===== config.mk =====
export PLATFORM = sky130hd
export DESIGN_NAME = mips_mem_arbiter_flat
export DESIGN_NICKNAME = d
export VERILOG_FILES = /design/src/rtl/mips_mem_arbiter_pkg.sv /design/src/rtl/mips_mem_arbiter_if.sv /design/src/rtl/mips_mem_arbiter_starve_cnt.sv /design/src/rtl/mips_mem_arbiter.sv /design/src/flat_wrapper.sv
export SDC_FILE = /design/constraint.sdc
export NUM_CORES = 1
export LEC_CHECK = 0
export ABC_CLOCK_PERIOD_IN_PS = 2560
export CAP_MARGIN = 20
export CORE_AREA = 2 2 84 86
export CTS_BUF_LIST = sky130_fd_sc_hd__clkbuf_8
export CTS_CLUSTER_DIAMETER = 100
export DETAILED_ROUTE_END_ITERATION = 10
export DIE_AREA = 0 0 86 88
export GPL_ROUTABILITY_DRIVEN = 0
export GPL_TIMING_DRIVEN = 0
export PLACE_DENSITY = 0.86
export SETUP_SLACK_MARGIN = 0.3
export SYNTH_ARGS = -nofsm -noshare
export SYNTH_HDL_FRONTEND = slang
export SYNTH_HIERARCHICAL = 1
export SYNTH_SLANG_ARGS = --single-unit
export TNS_END_PERCENT = 100

===== constraint.sdc =====
create_clock -name clk1 -period 2.56 [get_ports clk1]
set_input_delay 0.384 -clock clk1 [delete_from_list [all_inputs] [get_ports clk1]]
set_output_delay 0.384 -clock clk1 [all_outputs]
set_load 0.02 [all_outputs]

===== src/rtl/mips_mem_arbiter_pkg.sv =====
// mips_arb_pkg
// Shared definitions for the MIPS32 single-port memory arbiter:
//   - default address/data widths shared with the mips_32 core
//   - owner encoding (which requester performed an access)
//   - width of the IF starvation counter
package mips_arb_pkg;

  localparam int MIPS_ADDR_W = 10;
  localparam int MIPS_DATA_W = 32;

  // Starvation counter width; STARVE_MAX must fit (1..15)
  localparam int SC_W = 4;

  typedef logic [1:0] owner_t;

  localparam owner_t OWN_NONE = 2'd0;
  localparam owner_t OWN_LD   = 2'd1;
  localparam owner_t OWN_DM   = 2'd2;
  localparam owner_t OWN_IF   = 2'd3;

endpackage


===== src/rtl/mips_mem_arbiter_if.sv =====
// mips_mem_arbiter_if
// Bundles the three requester ports (loader, data port, instruction fetch),
// the core halted flag, the shared read data, the memory-side strobes and
// the registered owner.
//   master : requester / memory side (drives requests and mem_rdata)
//   slave  : the arbiter (drives grants, rvalids, rdata, mem_*, owner)
interface mips_mem_arbiter_if
  import mips_arb_pkg::*;
#(
  parameter int ADDR_W = MIPS_ADDR_W,
  parameter int DATA_W = MIPS_DATA_W
);

  logic              halted;

  logic              ld_req;
  logic              ld_we;
  logic [ADDR_W-1:0] ld_addr;
  logic [DATA_W-1:0] ld_wdata;
  logic              ld_gnt;
  logic              ld_rvalid;

  logic              dm_req;
  logic              dm_we;
  logic [ADDR_W-1:0] dm_addr;
  logic [DATA_W-1:0] dm_wdata;
  logic              dm_gnt;
  logic              dm_rvalid;

  logic              if_req;
  logic [ADDR_W-1:0] if_addr;
  logic              if_gnt;
  logic              if_rvalid;

  logic [DATA_W-1:0] rdata;

  logic              mem_en;
  logic              mem_we;
  logic [ADDR_W-1:0] mem_addr;
  logic [DATA_W-1:0] mem_wdata;
  logic [DATA_W-1:0] mem_rdata;

  owner_t            owner;

  modport master (
    output halted,
    output ld_req, ld_we, ld_addr, ld_wdata,
    input  ld_gnt, ld_rvalid,
    output dm_req, dm_we, dm_addr, dm_wdata,
    input  dm_gnt, dm_rvalid,
    output if_req, if_addr,
    input  if_gnt, if_rvalid,
    input  rdata,
    input  mem_en, mem_we, mem_addr, mem_wdata,
    output mem_rdata,
    input  owner
  );

  modport slave (
    input  halted,
    input  ld_req, ld_we, ld_addr, ld_wdata,
    output ld_gnt, ld_rvalid,
    input  dm_req, dm_we, dm_addr, dm_wdata,
    output dm_gnt, dm_rvalid,
    input  if_req, if_addr,
    output if_gnt, if_rvalid,
    output rdata,
    output mem_en, mem_we, mem_addr, mem_wdata,
    input  mem_rdata,
    output owner
  );

endinterface


===== src/rtl/mips_mem_arbiter_starve_cnt.sv =====
// mips_starve_cnt
// Saturating counter of consecutive cycles in which instruction fetch
// wanted memory but was denied.
//   clk1, rst : clock and synchronous active-high reset
//   inc       : count one more denied cycle (saturates at STARVE_MAX)
//   clr       : return to zero (fetch granted or not requesting); wins over inc
//   count     : current count
//   sat       : count has reached STARVE_MAX
module mips_starve_cnt
  import mips_arb_pkg::*;
#(
  parameter int STARVE_MAX = 4
) (
  input  logic            clk1,
  input  logic            rst,
  input  logic            inc,
  input  logic            clr,
  output logic [SC_W-1:0] count,
  output logic            sat
);

  localparam logic [SC_W-1:0] MAX_C = SC_W'(STARVE_MAX);

  // Count register: clear has priority, increment stops at the limit
  always_ff @(posedge clk1) begin
    if (rst) begin
      count <= '0;
    end else if (clr) begin
      count <= '0;
    end else if (inc && (count < MAX_C)) begin
      count <= count + 1'b1;
    end
  end

  assign sat = (count == MAX_C);

endmodule


===== src/rtl/mips_mem_arbiter.sv =====
// mips_mem_arbiter
// Shares one synchronous-read word memory between the program loader (LD),
// the MEM-stage data port (DM) and the IF-stage fetch (IF).
// Priority is LD > DM > IF, except that a fetch starved for STARVE_MAX
// cycles is lifted above DM. The loader is never overridden.
//   clk1, rst : clock and synchronous active-high reset
//   bus       : requester ports, grants, rvalids, shared rdata,
//               memory strobes and the registered owner (slave modport)
// Grants and mem_* are combinational; rvalids and owner are registered.
module mips_mem_arbiter
  import mips_arb_pkg::*;
#(
  parameter int ADDR_W     = MIPS_ADDR_W,
  parameter int DATA_W     = MIPS_DATA_W,
  parameter int STARVE_MAX = 4
) (
  input  logic               clk1,
  input  logic               rst,
  mips_mem_arbiter_if.slave  bus
);

  logic            if_eff;
  logic            starve;
  logic [SC_W-1:0] sc;
  owner_t          win;
  owner_t          owner_q;
  logic            ld_rv_q;
  logic            dm_rv_q;
  logic            if_rv_q;

  logic [ADDR_W-1:0] addr_sel;
  logic [DATA_W-1:0] wdata_sel;
  logic              we_sel;

  // A halted core cannot fetch, so its request is masked before arbitration
  assign if_eff = bus.if_req & ~bus.halted;

  mips_starve_cnt #(
    .STARVE_MAX (STARVE_MAX)
  ) u_starve (
    .clk1  (clk1),
    .rst   (rst),
    .inc   (if_eff & ~bus.if_gnt),
    .clr   (bus.if_gnt | ~if_eff),
    .count (sc),
    .sat   (starve)
  );

  // Winner selection and memory-side mux; the loader always wins so it
  // keeps memory for its whole load sequence
  always_comb begin
    win       = OWN_NONE;
    addr_sel  = '0;
    wdata_sel = '0;
    we_sel    = 1'b0;
    if (bus.ld_req) begin
      win = OWN_LD;
    end else if (if_eff && starve) begin
      win = OWN_IF;
    end else if (bus.dm_req) begin
      win = OWN_DM;
    end else if (if_eff) begin
      win = OWN_IF;
    end
    unique case (win)
      OWN_LD: begin
        addr_sel  = bus.ld_addr;
        wdata_sel = bus.ld_wdata;
        we_sel    = bus.ld_we;
      end
      OWN_DM: begin
        addr_sel  = bus.dm_addr;
        wdata_sel = bus.dm_wdata;
        we_sel    = bus.dm_we;
      end
      OWN_IF: begin
        addr_sel  = bus.if_addr;
      end
      default: begin
        addr_sel  = '0;
      end
    endcase
  end

  assign bus.ld_gnt    = (win == OWN_LD);
  assign bus.dm_gnt    = (win == OWN_DM);
  assign bus.if_gnt    = (win == OWN_IF);
  assign bus.mem_en    = (win != OWN_NONE);
  assign bus.mem_we    = we_sel;
  assign bus.mem_addr  = addr_sel;
  assign bus.mem_wdata = wdata_sel;

  // Read grants return data next cycle; writes never raise an rvalid.
  // owner records who used memory in the cycle just ended.
  always_ff @(posedge clk1) begin
    if (rst) begin
      ld_rv_q <= 1'b0;
      dm_rv_q <= 1'b0;
      if_rv_q <= 1'b0;
      owner_q <= OWN_NONE;
    end else begin
      ld_rv_q <= bus.ld_gnt & ~bus.ld_we;
      dm_rv_q <= bus.dm_gnt & ~bus.dm_we;
      if_rv_q <= bus.if_gnt;
      owner_q <= win;
    end
  end

  // Reset in the return cycle of a read cancels that read's rvalid at once
  assign bus.ld_rvalid = ld_rv_q & ~rst;
  assign bus.dm_rvalid = dm_rv_q & ~rst;
  assign bus.if_rvalid = if_rv_q & ~rst;
  assign bus.owner     = owner_q;
  assign bus.rdata     = bus.mem_rdata;

endmodule


===== src/flat_wrapper.sv =====
// flat-port wrapper written by rule: the top's interface ports become plain ports
module mips_mem_arbiter_flat import mips_arb_pkg::*;
#(
  parameter int ADDR_W     = MIPS_ADDR_W,
  parameter int DATA_W     = MIPS_DATA_W,
  parameter int STARVE_MAX = 4
)
  (clk1, rst, bus_halted, bus_ld_req, bus_ld_we, bus_ld_addr, bus_ld_wdata, bus_ld_gnt, bus_ld_rvalid, bus_dm_req, bus_dm_we, bus_dm_addr, bus_dm_wdata, bus_dm_gnt, bus_dm_rvalid, bus_if_req, bus_if_addr, bus_if_gnt, bus_if_rvalid, bus_rdata, bus_mem_en, bus_mem_we, bus_mem_addr, bus_mem_wdata, bus_mem_rdata, bus_owner);
  mips_mem_arbiter_if #(.ADDR_W(ADDR_W), .DATA_W(DATA_W)) bus_i ();
  input  logic clk1;
  input  logic rst;
  input wire logic [$bits(bus_i.halted)-1:0] bus_halted;
  input wire logic [$bits(bus_i.ld_req)-1:0] bus_ld_req;
  input wire logic [$bits(bus_i.ld_we)-1:0] bus_ld_we;
  input wire logic [$bits(bus_i.ld_addr)-1:0] bus_ld_addr;
  input wire logic [$bits(bus_i.ld_wdata)-1:0] bus_ld_wdata;
  output wire logic [$bits(bus_i.ld_gnt)-1:0] bus_ld_gnt;
  output wire logic [$bits(bus_i.ld_rvalid)-1:0] bus_ld_rvalid;
  input wire logic [$bits(bus_i.dm_req)-1:0] bus_dm_req;
  input wire logic [$bits(bus_i.dm_we)-1:0] bus_dm_we;
  input wire logic [$bits(bus_i.dm_addr)-1:0] bus_dm_addr;
  input wire logic [$bits(bus_i.dm_wdata)-1:0] bus_dm_wdata;
  output wire logic [$bits(bus_i.dm_gnt)-1:0] bus_dm_gnt;
  output wire logic [$bits(bus_i.dm_rvalid)-1:0] bus_dm_rvalid;
  input wire logic [$bits(bus_i.if_req)-1:0] bus_if_req;
  input wire logic [$bits(bus_i.if_addr)-1:0] bus_if_addr;
  output wire logic [$bits(bus_i.if_gnt)-1:0] bus_if_gnt;
  output wire logic [$bits(bus_i.if_rvalid)-1:0] bus_if_rvalid;
  output wire logic [$bits(bus_i.rdata)-1:0] bus_rdata;
  output wire logic [$bits(bus_i.mem_en)-1:0] bus_mem_en;
  output wire logic [$bits(bus_i.mem_we)-1:0] bus_mem_we;
  output wire logic [$bits(bus_i.mem_addr)-1:0] bus_mem_addr;
  output wire logic [$bits(bus_i.mem_wdata)-1:0] bus_mem_wdata;
  input wire logic [$bits(bus_i.mem_rdata)-1:0] bus_mem_rdata;
  output wire logic [$bits(bus_i.owner)-1:0] bus_owner;
  assign bus_i.halted = bus_halted;
  assign bus_i.ld_req = bus_ld_req;
  assign bus_i.ld_we = bus_ld_we;
  assign bus_i.ld_addr = bus_ld_addr;
  assign bus_i.ld_wdata = bus_ld_wdata;
  assign bus_ld_gnt = bus_i.ld_gnt;
  assign bus_ld_rvalid = bus_i.ld_rvalid;
  assign bus_i.dm_req = bus_dm_req;
  assign bus_i.dm_we = bus_dm_we;
  assign bus_i.dm_addr = bus_dm_addr;
  assign bus_i.dm_wdata = bus_dm_wdata;
  assign bus_dm_gnt = bus_i.dm_gnt;
  assign bus_dm_rvalid = bus_i.dm_rvalid;
  assign bus_i.if_req = bus_if_req;
  assign bus_i.if_addr = bus_if_addr;
  assign bus_if_gnt = bus_i.if_gnt;
  assign bus_if_rvalid = bus_i.if_rvalid;
  assign bus_rdata = bus_i.rdata;
  assign bus_mem_en = bus_i.mem_en;
  assign bus_mem_we = bus_i.mem_we;
  assign bus_mem_addr = bus_i.mem_addr;
  assign bus_mem_wdata = bus_i.mem_wdata;
  assign bus_i.mem_rdata = bus_mem_rdata;
  assign bus_owner = bus_i.owner;
  mips_mem_arbiter #(.ADDR_W(ADDR_W), .DATA_W(DATA_W), .STARVE_MAX(STARVE_MAX)) u_core (.clk1(clk1), .rst(rst), .bus(bus_i));
endmodule

# Word level (Yosys, flattened, before mapping)
# Cells that the tools add are included.
[classes]
add_sub_neg = 1
mul = 0
div_mod_pow = 0
n_lt_le_gt_ge = 1
n_eq_ne = 4
shift = 0
muxes = 7
bitwise_logic = 14
n_reduce_logical = 4
[op_table]
columns = ["op", "n"]
rows = [
  ["$pmux 32 s2", 1],
  ["$pmux 10 s3", 1],
  ["$mux 2", 4],
  ["$and 1x1->1", 7],
  ["$not 1->1", 6],
  ["$add 4x1->4 const B", 1],
  ["$eq 2x2->1 const B", 2],
  ["$eq 4x3->1 const B", 1],
  ["$lt 4x3->1 const B", 1],
  ["$eq 2x1->1 const B", 1],
  ["$logic_and 1x1->1", 2],
  ["$pmux 1 s2", 1],
  ["$reduce_bool 2->1", 1],
  ["$reduce_or 2->1", 1],
  ["$or 1x1->1", 1],
]
[word_totals]
regBits = 9
latchBits = 0
mem_bits_rw = 0
rom_bits = 0
in_bits = 134
output_inout_bits = 84
word_cells = 36
memories = 0

# Depth between registers and ports, before layout
# Gate-level depths: netlist of the first run.
[logic_depth]
ltp_word = 10
ltp_mapped = 11
ltp_nobuf = 11

# Modules after synthesis
# Netlist of the first run, hierarchy kept.
[modules_own_cells]
columns = ["module", "n_inst", "cells_each", "area_per_inst_um2", "seq_area_each_um2"]
rows = [
  ["mips_mem_arbiter", 1, 160, 1203.7, 100.1],
  ["mips_starve_cnt", 1, 20, 209.0, 80.1],
]

# Worst setup path before layout of the first run
# No wires, ideal clock.
[synth_path]
path_type = "register to output"
startpoint = "register u_core.u_starve.count[0]"
endpoint = "output bus_mem_addr[0]"
t_arrival_ns = 2.069
required_time_ns = 2.176
path_slack_ns = 0.107
path_stages_with_launch = 11
path_buffers = 1
path_cell_list = "dfxtp_1 > inv_1 > ha_1 > nor3b_1 > nand2b_1 > a21oi_2 > inv_1 > ha_1 > buf_2 > a222oi_1 > nor2_1"
[synth_via]
elab_chain_len = 6
word_cells_on_any_way = 8
cone_classes = "eq/ne: 4; mux: 3; reduce/logical: 1"
[synth_rtl]
columns = ["item", "line_no", "source"]
rows = [
  ["start: declaration", "mips_mem_arbiter_starve_cnt.sv:18", "output logic [SC_W-1:0] count,"],
  ["start signal: assignment", "mips_mem_arbiter_starve_cnt.sv:31", "count <= count + 1'b1;"],
  ["$eq 4x3->1", "mips_mem_arbiter_starve_cnt.sv:35", "assign sat = (count == MAX_C);"],
  ["named net u_core.starve", "mips_mem_arbiter.sv:23", "logic starve;"],
  ["$logic_and 1x1->1", "mips_mem_arbiter.sv:58", "end else if (if_eff && starve) begin"],
  ["$mux 2", "mips_mem_arbiter.sv:58", ""],
  ["$mux 2", "mips_mem_arbiter.sv:56", "if (bus.ld_req) begin"],
  ["named net u_core.win[0]", "mips_mem_arbiter.sv:25", "owner_t win;"],
  ["$eq 2x2->1", "n/a", ""],
  ["named net bus_if_gnt", "flat_wrapper.sv:27", "output wire logic [$bits(bus_i.if_gnt)-1:0] bus_if_gnt;"],
  ["$pmux 10 s3", "mips_mem_arbiter.sv:65", "unique case (win)"],
  ["end: declaration", "flat_wrapper.sv:32", "output wire logic [$bits(bus_i.mem_addr)-1:0] bus_mem_addr;"],
]
# The timed path passes the listed nets, and every way through them passes these cells.

# Worst setup path after layout of the first run
[layout_path]
startpoint = "register u_core.u_starve.count[1]"
endpoint = "output bus_mem_addr[0]"
[layout_via]
elab_chain_len = 6
word_cells_on_any_way = 8
cone_classes = "eq/ne: 4; mux: 3; reduce/logical: 1"
[layout_rtl]
columns = ["item", "line_no"]
rows = [
  ["$eq 4x3->1 (*)", "mips_mem_arbiter_starve_cnt.sv:35"],
  ["named net u_core.starve", "mips_mem_arbiter.sv:23"],
  ["$logic_and 1x1->1 (*)", "mips_mem_arbiter.sv:58"],
  ["$mux 2 (*)", "mips_mem_arbiter.sv:58"],
  ["$mux 2 (*)", "mips_mem_arbiter.sv:56"],
  ["named net u_core.win[0]", "mips_mem_arbiter.sv:25"],
  ["$eq 2x2->1 or $eq 2x1->1 (tied branches)", "mips_mem_arbiter.sv:65"],
  ["$pmux 10 s3 (*)", "mips_mem_arbiter.sv:65"],
]
# Mark *: on every way through the listed nets, which the timed path passes. The rest lies on a longest branch.

==> impl_results.md, run 1 <==
* Status: finished with violations
* Failing checks: negative setup slack
* Number of buffers created by CTS at 3
* Standard-cell row count at 30
* Clock latency reported for the late side of the worst-skew pair at approximately 0.24 ns
* Clock H-tree levels at 1
* Endpoint arrival time on the critical path at around 2.3 ns
* Cell at the root of the clock tree: sky130_fd_sc_hd__clkbuf_8
* Worst hold stages at 2
* Clock Skew at 0.00111 ns
* Proportion of netlist area held by the largest area contributor at about 18%
* Critical Path RT at 2.18 ns
* Initial DRC count at 57
* Sequential-to-total area share from yosys stat at between 10% and 20%
* Height of the chip at slightly below 90 um
* Pre-CTS setup slack at -0.690 ns
* Layout overhead on the synthesized area at 174%
* Pins over their slew limit at 0
* Initial antenna violation count at 0
* Total leakage power at approximately 1.7 nW
* DR vias/cell at ~4.6
* DP Wirelength at approximately 5700 um
* Least setup slack across all paths after layout at -0.0780 ns
* Final core area utilization at between 50% and 60%
* Total standard cell area after synthesis at ~0.0014 sq mm
* Actual slew at the worst max-slew pin at between 0.5 and 0.6 ns
* Unique masters post-synth at 21
* # setup viols final at about 40
* Number of instances in the synthesized netlist at 180
* Worst Hold Class: flip-flop to flip-flop
* Post-synth top area cell: sky130_fd_sc_hd__a22oi_1
* Routed via count at 2,179
* TritonCTS clock tree: done
* Largest net degree at the start of global routing at 15
* Initial Util at about a fifth
* Drt wl/cell at about 16 um
* Class of the most critical setup path: flip-flop to output pin
* Global-route wire length before repair at around 11,000 um
* DRC violations left at 0
* Number of placed I/O pins at around 220
* Number of buffers between clock root and the deepest sink at 2
* Ys async rst share at 0%
* Number of warnings printed during yosys synthesis at 6
* Seq cells post-synth at 9
* Routed WL at 7320 um
* Clock-pin slew on the worst setup and hold paths at roughly 0.040 ns
* Most common cell in the synthesized netlist: sky130_fd_sc_hd__nor2b_1
* CTS Sinks at 9
* Max-capacitance violation count at 0
* Port Buffer Count at about 180
* Fin. Hold Viols at 0
* Count of antenna-violating nets left after detailed routing at 0
* Mean post-synth cell area at ~7.8 sq um
* Most frequent cells after synthesis: 37 x sky130_fd_sc_hd__nor2b_1, 33 x sky130_fd_sc_hd__a22oi_1, 33 x sky130_fd_sc_hd__buf_4, 12 x sky130_fd_sc_hd__nor2_1, 10 x sky130_fd_sc_hd__a222oi_1
* Power density normalized to cell area at about 270 mW/mm^2
* Antenna cell count at 0
* Via count of the first global-routing pass at ~2,300
* Area of the die at 0.00757 sq mm
* Synth Flop Type: sky130_fd_sc_hd__dfxtp_1
* Post-synthesis net count at roughly 320
* Startpoint of the lowest-slack register-to-register path: u_core/u_starve/count[1]
* Worst hold start: u_core/u_starve/count[2]
* Total routing usage reported by global routing at about 18%
* F_max at between 300 and 400 MHz
* Net count, final at 535
* Critical register-to-register path endpoint: u_core/u_starve/count[0]
* Final global-route overflow total at 0
* Largest cells by area after synthesis: sky130_fd_sc_hd__a22oi_1 18%, sky130_fd_sc_hd__buf_4 18%, sky130_fd_sc_hd__nor2b_1 16%
* RSZ-0062 raised after global routing: true
* Floorplan core area at approximately 0.0066 sq mm
* Number of flops mapped to enable cells by yosys at 0
* Setup slack of the worst register-to-register path at roughly 0.070 ns
* Die width at approximately 86 um
* Post-layout min period at 2.64 ns
* Biggest fanout along the worst timing path at 5
* Type of origin of the critical path: flip-flop
* Number of detailed-routing iterations run before antenna repair at 5
* Layout cells sized above 1 at roughly 46%
* Total negative slack at -1.74 ns
* Element type at the critical path end: output pin
* Reg2Reg Depth at 12
* Final period utilization at 103%
* Maximum vdd ir drop at roughly 0.00013 V
* Capture endpoint of the worst hold path: u_core/u_starve/count[2]
* Tightest slew margin relative to the limit at about two thirds
## timing repair
action | in CTS | in global routing
resized for setup | 282 | 25
pin swaps | 10 | 12
setup buffers | 13 | 7
hold buffers | 0 | 0
cloned | 2 | 2
setup endpoints to repair | 52 | 50
## through the flow
stage | area, sq um | power [mW] | std cells | hold WS [ns]
after global routing | 3870 | 1.11 | 472 | 0.567
after global placement | 3460 | 0.819 | 444 | 0.485
after CTS | 3710 | 1.04 | 463 | 0.501
after detailed placement | 3460 | 0.830 | 444 | 0.494
final | 3870 | 1.06 | 472 | 0.524
after floorplan | 1520 | 0.464 | 180 | 0.456
## critical path, cell delays in order (launching register included)
cell and delay, ns:
sky130_fd_sc_hd__dfxtp_2 0.34, sky130_fd_sc_hd__inv_2 0.03, sky130_fd_sc_hd__ha_2 0.15, sky130_fd_sc_hd__nor3b_2 0.15, sky130_fd_sc_hd__nand2b_4 0.14, sky130_fd_sc_hd__a21oi_4 0.23
sky130_fd_sc_hd__inv_2 0.10, sky130_fd_sc_hd__ha_4 0.18, sky130_fd_sc_hd__buf_6 0.13, sky130_fd_sc_hd__a222oi_1 0.35, sky130_fd_sc_hd__nor2_2 0.08, sky130_fd_sc_hd__buf_6 0.14
## layout make-up
type                            instances  area, sq um
Multi-Input combinational cell        118         1100
Tap cell                               80          100
Sequential cell                         9          183
Timing Repair Buffer                  208         2030
Inverter                                7         28.8
Clock inverter                          1         3.75
Clock buffer                            3         41.3
Fill cell                             571         2780
Buffer                                 46          387
## how the worst max path moves through the flow
stage	startpoint	to	slack, ns	cells after the start
after floorplan	u_core/u_starve/count[0]	bus_mem_addr[0]	0.28	10
after global placement	bus_halted	bus_mem_wdata[22]	-0.67	7
after detailed placement	bus_halted	bus_mem_wdata[1]	-0.69	7
after CTS	u_core/u_starve/count[0]	bus_mem_addr[0]	-0.14	11
after global routing	u_core/u_starve/count[1]	bus_mem_addr[1]	-0.20	11
final	u_core/u_starve/count[1]	bus_mem_addr[0]	-0.08	11
## cells by family (layout without fill, tap and decap cells)
kind of cell               count (synthesis)  in the layout  share of synthesized area [%]
and+or+nand+nor                           62             62                           26.5
muxes                                      2              2                           1.59
AOI/OAI and AO/OA                         46             46                           27.1
DFF                                        9              9                           12.8
buffers and inverters                     53            265                           25.0
adders and majority gates                  8              8                           7.09
## placed cells by master, fill, tap and decap left out, drive strengths merged
cell and count:
a211oi 1, a21oi 1, a222oi 10, a22oi 33, and2b 1, buf 112, clkbuf 7, clkdlybuf4s15 1
clkdlybuf4s50 134, dfxtp 9, dlygate4sd2 2, dlymetal6s2s 1, ha 8, inv 8, mux2 2, nand2b 2
nand3b 1, nor2 12, nor2b 37, nor3 1, nor3b 8, o21bai 1
## registers in the layout, indices dropped and copies added (netlist names)
signal and count:
u_core/u_starve/count 4, u_core/bus.owner 2, u_core/dm_rv_q 1, u_core/if_rv_q 1, u_core/ld_rv_q 1
## metal layers
layer  share of wire, %  vias up  track usage, %
met1                 34     1012            18.0
li1                   -     1039               -
met3                8.5        8            4.62
met4               0.98        0            4.76
met5                  0        -               0
met2                 57      120            35.7
## power breakdown
group	switching [mW]	total (mW)	internal (mW)	leakage (nW)
sequential	0.000979	0.145	0.144	0.0743
clock	0.0584	0.163	0.105	0.0269
combinational	0.309	0.748	0.439	1.56
(Power assumes the default switching activity.)
==> run 2, diff against run 1 <==
Settings changed: GPL_TIMING_DRIVEN 0 to default, PLACE_DENSITY 0.86 to 0.83.
==> impl_results.md, run 2 (synthesis results as in run 1) <==
* Total routing usage reported by global routing at 16.6%
* Standard-cell row count at 30
* DRC violations left at 0
* Global-route wire length before repair at between 9000 and 10,000 um
* Clock H-tree levels at 1
* Worst Hold Class: flip-flop to flip-flop
* Initial Util at a little over a fifth
* DP Wirelength at between 4000 and 5000 um
* Net Sw Power at roughly 0.36 mW
* Sequence of cells on the critical path: inv_2, ha_4, nor3b_4, nand2b_4, a21oi_4, inv_2, ha_4, buf_6, a222oi_1, nor2_1, buf_4
* Count of antenna-violating nets left after detailed routing at 0
* Final-layout worst hold slack at around 0.54 ns
* Sw frac at between 30 and 40%
* Floorplan core area at roughly 0.0066 sq mm
* Tightest slew margin relative to the limit at ~60%
* F_max at 384 MHz
* Height of the chip at between 80 and 90 um
* Net count, final at ~470
* Count of fill cells added during filler insertion at roughly 580
* Pins over their slew limit at 0
* Cell at the root of the clock tree: sky130_fd_sc_hd__clkbuf_8
* Most common library cell in the layout ignoring fill and taps: sky130_fd_sc_hd__clkdlybuf4s50_1
* Maximum vdd ir drop at around 0.00014 V
* Largest net degree at the start of global routing at between 40 and 50
* Number of buffers between clock root and the deepest sink at 2
* Number of flip-flops under the largest register name at 4
* Largest incremental delay on the critical path at approximately 0.34 ns
* Drt wl/cell at approximately 17 um
* Final core area utilization at 56.2%
* # setup viols final at 22
* Clock Skew at approximately 0.0024 ns
* Area of the die at between 0.007 and 0.008 sq mm
* Endpoint arrival time on the critical path at around 2.2 ns
* Post-layout min period at 2.60 ns
* Routed via count at between 1,500 and 2,000
* Biggest fanout along the worst timing path at 6
* Combinational cell fraction of total power at slightly above 70%
* DR vias/cell at approximately 4.8
* Actual slew at the worst max-slew pin at about 0.60 ns
* Status: finished with violations
* CTS Sinks at 9
* Failing checks: negative setup slack
* Internal power summed over all cells at 0.715 mW
* Number of hold-repair buffers added at the cts stage at 0
* RSZ-0062 raised after global routing: true
* Leading cell types in the layout, fill and taps excluded: 102 x sky130_fd_sc_hd__clkdlybuf4s50_1, 40 x sky130_fd_sc_hd__buf_6, 31 x sky130_fd_sc_hd__a22oi_2
* Sequential power share at a little over an eighth
* Antenna cell count at 0
* Least setup slack across all paths after layout at -0.0422 ns
* Number of detailed-routing iterations run before antenna repair at 6
* Layout cells sized above 1 at between 50% and 60%
* Part of the total power dissipated in the clock network at between 10% and 20%
* Final global-route overflow total at 0
* Clock-pin slew on the worst setup and hold paths at roughly 0.05 ns
* TritonCTS clock tree: done
* Port Buffer Count at ~150
* Routed WL at about 7100 um
* Fin. Hold Viols at 0
* Clock latency reported for the late side of the worst-skew pair at about 0.24 ns
* Number of buffers created by CTS at 3
* Class of the most critical setup path: flip-flop to output pin
* Power density normalized to cell area at about 290 mW/mm^2
* Total leakage power at around 1.6 nW
* Final period utilization at 102%
* Register with the most flip-flops: u_core/u_starve/count
* Initial antenna violation count at 0
* Die width at roughly 86 um
* Number of placed I/O pins at between 200 and 250
* Max-capacitance violation count at 0
* Critical Path RT at roughly 2.2 ns
* Via count of the first global-routing pass at ~2,000
* Element type at the critical path end: output pin
* Layout overhead on the synthesized area at 164%
* Type of origin of the critical path: flip-flop
* Initial DRC count at 72
* Slowest stage cell, crit path: sky130_fd_sc_hd__a222oi_1
[run 2: cell type report]
class                      instances  area, sq um  area share [%]
sequential                         9          183            4.89
inverter                           7         26.3           0.704
clock inverter                     1         3.75           0.101
timing repair buffer             190         2010            53.8
clock buffer                       3         41.3            1.11
tap                               80          100            2.68
multi-input combinational        118         1370            36.7
[run 2: repair_timing]
item,CTS,global route
pin swaps,12,18
endpoints found under the setup margin,49,49
resized for setup,288,69
setup buffers,14,2
cloned,3,4
[run 2: final timing paths]
kind	from	to	cells past startpoint	slack, ns
setup / recovery	u_core/u_starve/count[0]	bus_mem_addr[2]	11	-0.04
hold / removal	u_core/u_starve/count[3]	u_core/u_starve/count[3]	1	0.54
setup reg to reg	u_core/u_starve/count[0]	u_core/u_starve/count[0]	11	0.34
hold reg to reg	u_core/u_starve/count[3]	u_core/u_starve/count[3]	1	0.54
[run 2: metrics by stage]
stage	instance area, sq um	total power [mW]	worst slack, ns	instances	TNS [ns]
finish	3730	1.08	-0.0422	408	-0.434
global route	3730	1.13	-0.197	408	-4.19
CTS	3330	0.966	-0.0367	402	-0.192
detailed placement	2960	0.717	-0.499	381	-19.94
global placement	2960	0.709	-0.480	381	-19.48
floorplan	1520	0.464	0.281	180	0
[run 2: critical path: cells and delay by family (launching register included)]
family | cells | cell delay, ns
fa+ha+maj | 2 | 0.34
flops | 1 | 0.33
simple gates | 3 | 0.36
compound gates | 2 | 0.53
buf+inv | 4 | 0.43
[run 2: power by group through the flow]
stage / sequential (mW) / combinational [mW] / clock [mW]
global placement: 0.148 / 0.561 / 0
detailed placement: 0.148 / 0.569 / 0
finish: 0.145 / 0.770 / 0.164
CTS: 0.145 / 0.656 / 0.165
floorplan: 0.150 / 0.314 / 0
global route: 0.145 / 0.811 / 0.174
[run 2: per-layer routing]
layer | routed length [um] | global-route usage (%) | vias to the layer above
met5 | 0 | 0 | -
met2 | 4080 | 34.7 | 110
met3 | 549 | 2.73 | 5
met4 | 42 | 3.03 | 0
li1 | - | - | 916
met1 | 2400 | 17.2 | 907
==> run 3, diff against run 2 <==
Settings changed: ABC_CLOCK_PERIOD_IN_PS 2560 to 2800, CTS_BUF_LIST sky130_fd_sc_hd__clkbuf_8 to sky130_fd_sc_hd__clkbuf_2.
Clock period 2.56 ns to 2.8 ns, I/O delays scaled along.
==> impl_results.md, run 3 (synthesis results as in run 1) <==
* Total leakage power at 1.23 nW
* Clock latency reported for the late side of the worst-skew pair at 0.25 ns
* Biggest fanout along the worst timing path at 4
* Worst Hold Class: flip-flop to flip-flop
* Critical Path RT at approximately 2.4 ns
* Port Buffer Count at between 150 and 200
* Leading cell types in the layout, fill and taps excluded: 103 x sky130_fd_sc_hd__clkdlybuf4s50_1, 49 x sky130_fd_sc_hd__buf_4, 37 x sky130_fd_sc_hd__nor2b_1
* Post-route cell area at approximately 0.0029 sq mm
* RSZ-0062 raised after global routing: true
* Floorplan core area at ~0.0066 sq mm
* F_max at 391 MHz
* Clock H-tree levels at 1
* Number of hold-repair buffers added at the cts stage at 0
* Largest net degree at the start of global routing at 41
* Initial DRC count at 75
* Actual slew at the worst max-slew pin at 0.427 ns
* Least setup slack across all paths after layout at 0.243 ns
* Tightest slew margin relative to the limit at a little over 70%
* Pre-CTS setup slack at -0.472 ns
* Post-layout min period at about 2.6 ns
* Critical register-to-register path endpoint: u_core/u_starve/count[0]
* Fin. Hold Viols at 0
* Cell at the root of the clock tree: sky130_fd_sc_hd__clkbuf_2
* Number of placed I/O pins at roughly 220
* Area of the die at between 0.007 and 0.008 sq mm
* Number of flip-flops under the largest register name at 4
* Layout cells sized above 1 at a little under a third
* Worst hold stages at 1
* Register with the most flip-flops: u_core/u_starve/count
* Max-capacitance violation count at 0
* Endpoint arrival time on the critical path at between 2 and 2.5 ns
* Layout overhead on the synthesized area at 109%
* Number of buffers between clock root and the deepest sink at 2
* Standard-cell row count at 30
* Type of origin of the critical path: flip-flop
* Final period utilization at 91.3%
* Final global-route overflow total at 0
* Initial Util at a little over a fifth
* Height of the chip at approximately 88 um
* Drt wl/cell at around 16 um
* Clock-pin slew on the worst setup and hold paths at approximately 0.080 ns
* CTS Sinks at 9
* Power density normalized to cell area at approximately 250 mW/mm^2
* DRC violations left at 0
* Worst hold start: u_core/u_starve/count[3]
* Final core area utilization at approximately 44%
* Net count, final at between 400 and 500
* Setup slack of the worst register-to-register path at 0.27 ns
* Startpoint of the lowest-slack register-to-register path: u_core/u_starve/count[0]
* Placed cell area at about 0.0029 sq mm
* Class of the most critical setup path: flip-flop to output pin
* Routed via count at about 1,800
* Final-layout worst hold slack at 0.558 ns
* Element type at the critical path end: output pin
* TritonCTS clock tree: done
* Number of detailed-routing iterations run before antenna repair at 7
* Total routing usage reported by global routing at between 10% and 20%
* DP Wirelength at between 4000 and 5000 um
* # setup viols final at 0
* Antenna cell count at 0
* Capture endpoint of the worst hold path: u_core/u_starve/count[3]
* Routed WL at between 6000 and 7000 um
* Count of fill cells added during filler insertion at roughly 690
* Initial antenna violation count at 0
* Clock Skew at between 0.007 and 0.008 ns
* Status: completed
* Pins over their slew limit at 0
* DR vias/cell at 4.67
* Reg2Reg Depth at 14
* Via count of the first global-routing pass at around 1,800
* Most common library cell in the layout ignoring fill and taps: sky130_fd_sc_hd__clkdlybuf4s50_1
* Number of buffers created by CTS at 3
* Maximum vdd ir drop at between 0.00009 and 0.0001 V
* Count of antenna-violating nets left after detailed routing at 0
* Global-route wire length before repair at 9190 um
* Die width at between 80 and 90 um
-- run 3: changes by cell type in the layout (fill, tap and decap cells not counted), sizes merged --
cell,change
buf,-14
clkdlybuf4s50,+1
dlygate4sd2,+1
inv,-1
-- run 3: how the worst max path moves through the flow --
| stage | startpoint | endpoint | slack [ns] |
|---|---|---|---|
| 3_5_place_dp | bus_halted | bus_mem_addr[2] | -0.47 |
| 6_report | u_core/u_starve/count[0] | bus_mem_addr[8] | 0.24 |
| 2_1_floorplan | u_core/u_starve/count[0] | bus_mem_addr[0] | 0.31 |
| 3_3_place_gp | bus_halted | bus_mem_wdata[24] | -0.43 |
| 4_1_cts | u_core/u_starve/count[0] | bus_mem_addr[8] | 0.23 |
| 5_1_grt | u_core/u_starve/count[1] | bus_mem_addr[0] | 0.11 |
-- run 3: timing repair --
item,4_1_cts,5_1_grt
gates cloned,1,0
gates resized for setup,233,18
setup endpoints to repair,48,47
buffers inserted,4,2
pin swaps,13,7
-- run 3: area by class of cell --
type                       count  area (sq um)  area share (%)
timing repair buffer         177          1610            54.8
inverter                       7          28.8           0.977
tap                           80           100            3.40
sequential                     9           183            6.20
clock buffer                   4          20.0           0.680
multi-input combinational    118          1000            33.9
-- run 3: power by group --
part	internal [mW]	switching (mW)	leakage, nW
sequential	0.131	0.000839	0.0743
clock	0.0380	0.0440	0.0166
combinational	0.290	0.219	1.14
-- run 3: critical path, cell delays in order (launching register included) --
cell	delay, ns
sky130_fd_sc_hd__dfxtp_2	0.34
sky130_fd_sc_hd__inv_2	0.05
sky130_fd_sc_hd__ha_4	0.14
sky130_fd_sc_hd__nor3b_4	0.13
sky130_fd_sc_hd__nand2b_4	0.15
sky130_fd_sc_hd__a21oi_4	0.17
sky130_fd_sc_hd__inv_2	0.09
sky130_fd_sc_hd__buf_6	0.14
sky130_fd_sc_hd__ha_4	0.15
sky130_fd_sc_hd__a222oi_1	0.31
sky130_fd_sc_hd__nor2_1	0.07
sky130_fd_sc_hd__buf_4	0.16
-- run 3: per-stage QoR --
stage,power (mW),setup TNS (ns),instances
after floorplan,0.402,0,180
after global placement,0.634,-12.63,384
after detailed placement,0.640,-14.78,384
after CTS,0.713,0,393
after global routing,0.769,0,395
final,0.723,0,395
-- run 3: routing by layer --
metal  up-vias  wire length [um]  global-route usage, %
met4         0                36                   1.15
met5         -                 0                      0
li1        881                 -                      -
met1       850              2480                   18.5
met3         4               514                   4.24
met2       111              3320                   27.5
==> variant 1 (settings of run 3) <==
One comparison of `count` changes from == to >=.
--- a/src/rtl/mips_mem_arbiter_starve_cnt.sv
+++ b/src/rtl/mips_mem_arbiter_starve_cnt.sv
@@ -32,7 +32,7 @@
     end
   end
 
-  assign sat = (count == MAX_C);
+  assign sat = (count >= MAX_C);
 
 endmodule
 
Behaviour: no difference found for any inputs over 10 cycles, from zero or initial values and one cycle with rst high; that may be too few to reach the edited logic, so the function may still have changed.
==> variant 1 against run 3 <==
Clock skew decreased by 1.1 ps. Routed wire length down 1.2%. Die area unchanged. Non-clock buffer count up 2. Sequential cell count stayed put. Setup slack got worse by 3.6 ps. Synthesized area shrank 1.5%. Core utilization is 0.36 points lower. Synthesized cell count down 1.7%. Final area fell by 0.81%. Total power shrank 0.77%. Largest power group unchanged.
==> variant 1: results (changes against run 3) <==
Setup path
  • Reg2Reg Launch Point: u_core/u_starve/count[2]$_SDFFE_PP0P_ (was u_core/u_starve/count[0]$_SDFFE_PP0P_)
  • Top fanout value on the critical path: 7 (was 4)
  • FF-to-FF setup slack: 640 ps (was 270 ps)
  • Worst R2R Path Depth: 10 (was 14)

Power
  • Peak VDD IR: 0.0857 mV (was 0.0929 mV)

Synth
  • Cells taking the most area after synthesis: a22oi_1 (18%), buf_4 (18%), nor2b_1 (17%), dfxtp_1 (13%), a222oi_1 (7.2%) (was a22oi_1 (18%), buf_4 (18%), nor2b_1 (16%), dfxtp_1 (13%), a222oi_1 (7.1%))
  • Synth Area in Compound Gates: 27.5% (was 27.1%)
  • Cell variety after synth: 22 (was 21)
  • Mux cell area share after synthesis: 1.62% (was 1.59%)
  • Mapped Nets: 318 (was 322)
  • Sequential area share after synthesis: 12.9% (was 12.8%)
  • Adder-cell share of the synthesized area: 6.29% (was 7.09%)

Routing
  • DRT iter0 DRCs: 130 (was 75)
  • Met3 WL: 518 um (was 514 um)
  • Metal2 WL: 3320 um (about the same)
  • WL final: 6270 um (was 6350 um)
  • Drt pass-1 iters: 5 (was 7)
  • DRT met1 WL: 2370 um (was 2480 um)

Hold path
  • Hold depth: 3 (was 1)
  • Hold EP: u_core/u_starve/count[2]$_SDFFE_PP0P_ (was u_core/u_starve/count[3]$_SDFFE_PP0P_)

Place
  • Pre-CTS setup slack: -512 ps (was -472 ps)
  • Dpl hpwl: 5040 um (was 4960 um)

GRT
  • GR Util All Layers: 15.0% (was 15.1%)
  • Number of global-route vias before repair: 1840 (was 1828)

Run status
  • Status: complete, no violations (unchanged)

Finish
  • Layout cells sized above 1: 29.0% (was 30.2%)
  • # fillers: 648 (was 687)
  • # nets final: 456 (was 458)

STA
  • Clk_skew: 6.30 ps (was 7.42 ps)
## variant 1: changes by cell type after synthesis
cell	run 3	this run
ha_1	8	7
or2_2	0	1
inv_1	7	5
nor3b_1	7	6
## variant 1: power groups by stage
| stage | registers (uW) | logic, uW | clock network [uW] |
|---|---|---|---|
| after floorplan | 137 | 265 | 0 |
| after global placement | 135 | 498 | 0 |
| after detailed placement | 135 | 504 | 0 |
| after CTS | 132 | 486 | 90.3 |
| after global routing | 132 | 531 | 101 |
| final | 132 | 497 | 88.7 |
## variant 1: cell type report
cell class / count / area [um2] / share of cell area, %
Tap cell: 80 / 100 / 3.43
Clock buffer: 4 / 20.0 / 0.685
Inverter: 5 / 21.3 / 0.728
Sequential cell: 9 / 181 / 6.21
Multi-Input combinational cell: 117 / 945 / 32.3
Timing Repair Buffer: 179 / 1650 / 56.6
## variant 1: layer usage
metal,vias to the layer above,track usage (%)
met2,118,27.7
li1,882,-
met5,-,0
met3,7,3.68
met4,0,3.32
met1,828,17.3
## variant 1: cells by family (layout without fill, tap and decap cells)
family                     Yosys count  count (layout)
AOI/OAI and AO/OA                   46              46
buffers and inverters               51             188
DFF                                  9               9
adders and majority gates            7               7
and+or+nand+nor                     62              62
muxes                                2               2
## variant 1: worst max-delay path by stage
stage                                                startpoint  slack [ps]              end
after global routing      u_core/u_starve/count[2]$_SDFFE_PP0P_         100  bus_mem_addr[6]
after floorplan           u_core/u_starve/count[2]$_SDFFE_PP0P_         400  bus_mem_addr[0]
after global placement                               bus_halted        -410       bus_mem_we
after CTS                 u_core/u_starve/count[2]$_SDFFE_PP0P_         250  bus_mem_addr[6]
after detailed placement                             bus_halted        -510       bus_mem_we
final                     u_core/u_starve/count[2]$_SDFFE_PP0P_         240  bus_mem_addr[6]
## variant 1: stage by stage
| step | instances | instance area [um2] | hold WS, ps | utilization, % | total power (uW) |
|---|---|---|---|---|---|
| 6_report | 394 | 2920 | 608 | 44.0 | 718 |
| 5_1_grt | 394 | 2920 | 629 | 44.0 | 764 |
| 4_1_cts | 387 | 2850 | 605 | 42.9 | 708 |
| 3_5_place_dp | 381 | 2850 | 593 | 42.9 | 639 |
| 3_3_place_gp | 381 | 2850 | 567 | 42.9 | 633 |
| 2_1_floorplan | 177 | 1390 | 447 | - | 402 |
## variant 1: what timing repair did
action / in CTS / in global routing
endpoints found under the hold margin: 0 / 0
buffers inserted: 2 / 7
gates resized for setup: 192 / 15
setup endpoints to repair: 47 / 35
pin swaps: 12 / 9
hold buffers: 0 / 0
## variant 1: critical path, delay by kind of cell (launching register included)
family / cells / cell delay [ps]
AOI/OAI and AO/OA: 2 / 490
buffers and inverters: 3 / 380
and+or+nand+nor: 3 / 480
DFF: 1 / 330
adders and majority gates: 1 / 190
==> variant 2 (flow settings as in run 3) <==
Made on the original files. `MIPS_ADDR_W`: 10 -> 9.
--- a/src/rtl/mips_mem_arbiter_pkg.sv
+++ b/src/rtl/mips_mem_arbiter_pkg.sv
@@ -5,7 +5,7 @@
 //   - width of the IF starvation counter
 package mips_arb_pkg;
 
-  localparam int MIPS_ADDR_W = 10;
+  localparam int MIPS_ADDR_W = 9;
   localparam int MIPS_DATA_W = 32;
 
   // Starvation counter width; STARVE_MAX must fit (1..15)
Interface: changed (resized bus_dm_addr, bus_if_addr, bus_ld_addr and bus_mem_addr); port bits go from 218 to 214. No check against the original RTL was run, so the function may have changed too.
==> variant 2 against run 3 <==
Sequential cell count did not move. Clock power rose by 2%. Combinational power rose by 21%. Routed wire length rose by 7.0%. Die area did not move. Critical path type unchanged. Largest cell class unchanged. Worst hold slack got worse by 29 ps. Register-to-register slack improved by 220 ps. Synthesized area fell by 1.7%. Core utilization rose by 5.9 points. Setup slack got worse by 73 ps. Final area rose by 13%. Global-route usage rose by 1.1 points. Total power rose by 15%.
==> variant 2: results (changes against run 3) <==
Setup path
  • Worst R2R Path Depth: 13 (was 14)
  • Top fanout value on the critical path: 10 (was 4)
  • FF-to-FF setup slack: 490 ps (was 270 ps)

Place
  • Dpl hpwl: 4810 um (was 4960 um)
  • PortBufs: 149 (was 153)
  • Post-place instance area: 2790 um2 (was 2870 um2)

Routing
  • WL final: 6790 um (was 6350 um)
  • Avg Vias per Cell: 4.67 (about the same)
  • Drt pass-1 iters: 5 (was 7)

GRT
  • Number of global-route vias before repair: 1920 (was 1828)
  • First-pass GRT wire length: 9820 um (was 9190 um)
  • GR Util All Layers: 16.2% (was 15.1%)
  • Largest net degree at the start of global routing: 40 (was 41)
  • Initial antenna violation count: 0 (unchanged)

Finish
  • # nets final: 455 (was 458)
  • Layout cells sized above 1: 44.8% (was 30.2%)
  • Max reg flops: 4 (unchanged)

Synth
  • Mapped Nets: 317 (was 322)
  • Cells taking the most area after synthesis: a22oi_1 (18%), buf_4 (17%), nor2b_1 (17%), dfxtp_1 (13%), ha_1 (7.2%) (was a22oi_1 (18%), buf_4 (18%), nor2b_1 (16%), dfxtp_1 (13%), a222oi_1 (7.1%))
  • Synth top cells by count: nor2b_1 (37), a22oi_1 (33), buf_4 (32) (was nor2b_1 (37), a22oi_1 (33), buf_4 (33))

Power
  • Leak pwr: 0.00136 uW (was 0.00123 uW)
  • Peak VDD IR: 0.101 mV (was 0.0929 mV)

Hold path
  • Hold depth: 1 (unchanged)

STA
  • Max-slew headroom: 61.9% (was 71.6%)
  • Fin Hold WS: 529 ps (was 558 ps)
  • Clk_skew: 1.78 ps (was 7.42 ps)

Run status
  • Status: complete, no violations (unchanged)
variant 2: changes by cell type in the layout (fill, tap and decap cells not counted), moves of 3 or more:
cell,delta
nor2b_4,+13
buf_4,-14
a22oi_2,+29
clkdlybuf4s50_1,-4
buf_6,+14
a22oi_1,-29
buf_16,+3
nor2b_1,-13
variant 2: cell type report:
class                           count  area [um2]
Sequential cell                     9         183
Multi-Input combinational cell    116        1200
Timing Repair Buffer              179        1800
Tap cell                           80         100
Inverter                            7        31.3
Clock buffer                        4        20.0
Fill cell                         600        3310
variant 2: cell families after synthesis:
family | Yosys count | synth area share, %
and+or+nand+nor | 61 | 26.7
adders and majority gates | 8 | 7.21
AOI/OAI and AO/OA | 45 | 26.8
buffers and inverters | 53 | 24.7
muxes | 2 | 1.62
DFF | 9 | 13.0
variant 2: stage by stage:
step / setup WS, ps / std cells
after floorplan: 326 / 178
after global placement: -385 / 376
after detailed placement: -416 / 376
after CTS: 156 / 388
after global routing: 56.7 / 395
final: 170 / 395
variant 2: critical path, stage by stage, from the launching register on:
cell and delay (ps):
dfxtp_2 340, inv_2 30, ha_2 150, nor3b_2 140, nand2b_4 140, a21oi_4 170
buf_6 140, inv_6 40, ha_4 190, a222oi_1 410, nor2_2 50, buf_2 160
variant 2: how the worst max path moves through the flow:
stage                                                     start                end  slack, ps  cells past startpoint
after floorplan           u_core/u_starve/count[0]$_SDFFE_PP0P_    bus_mem_addr[0]        330                     10
after global placement                               bus_halted         bus_mem_we       -380                      7
after detailed placement                             bus_halted    bus_mem_addr[0]       -420                      9
after CTS                 u_core/u_starve/count[0]$_SDFFE_PP0P_  bus_mem_wdata[16]        160                     11
after global routing      u_core/u_starve/count[0]$_SDFFE_PP0P_    bus_mem_addr[3]         60                     11
final                     u_core/u_starve/count[0]$_SDFFE_PP0P_    bus_mem_addr[0]        170                     11
variant 2: metal layers:
metal,wire [um],track usage [%],up-vias
met4,81,3.90,0
met3,415,2.36,10
met5,0,0,-
met1,2440,18.2,859
li1,-,-,878
met2,3860,31.9,98
variant 2: repair_timing:
| action | 4_1_cts | 5_1_grt |
|---|---|---|
| pin swaps | 10 | 11 |
| setup endpoints to repair | 46 | 44 |
| buffers inserted | 5 | 5 |
| cloned | 3 | 2 |
| resized for setup | 249 | 63 |
variant 2: report_power, final:
group	internal, uW	leakage, uW	switching [uW]
clock network	38.0	0.0000166	46.0
registers	131	0.0000743	0.812
logic	364	0.00127	251
total	533	0.00136	297
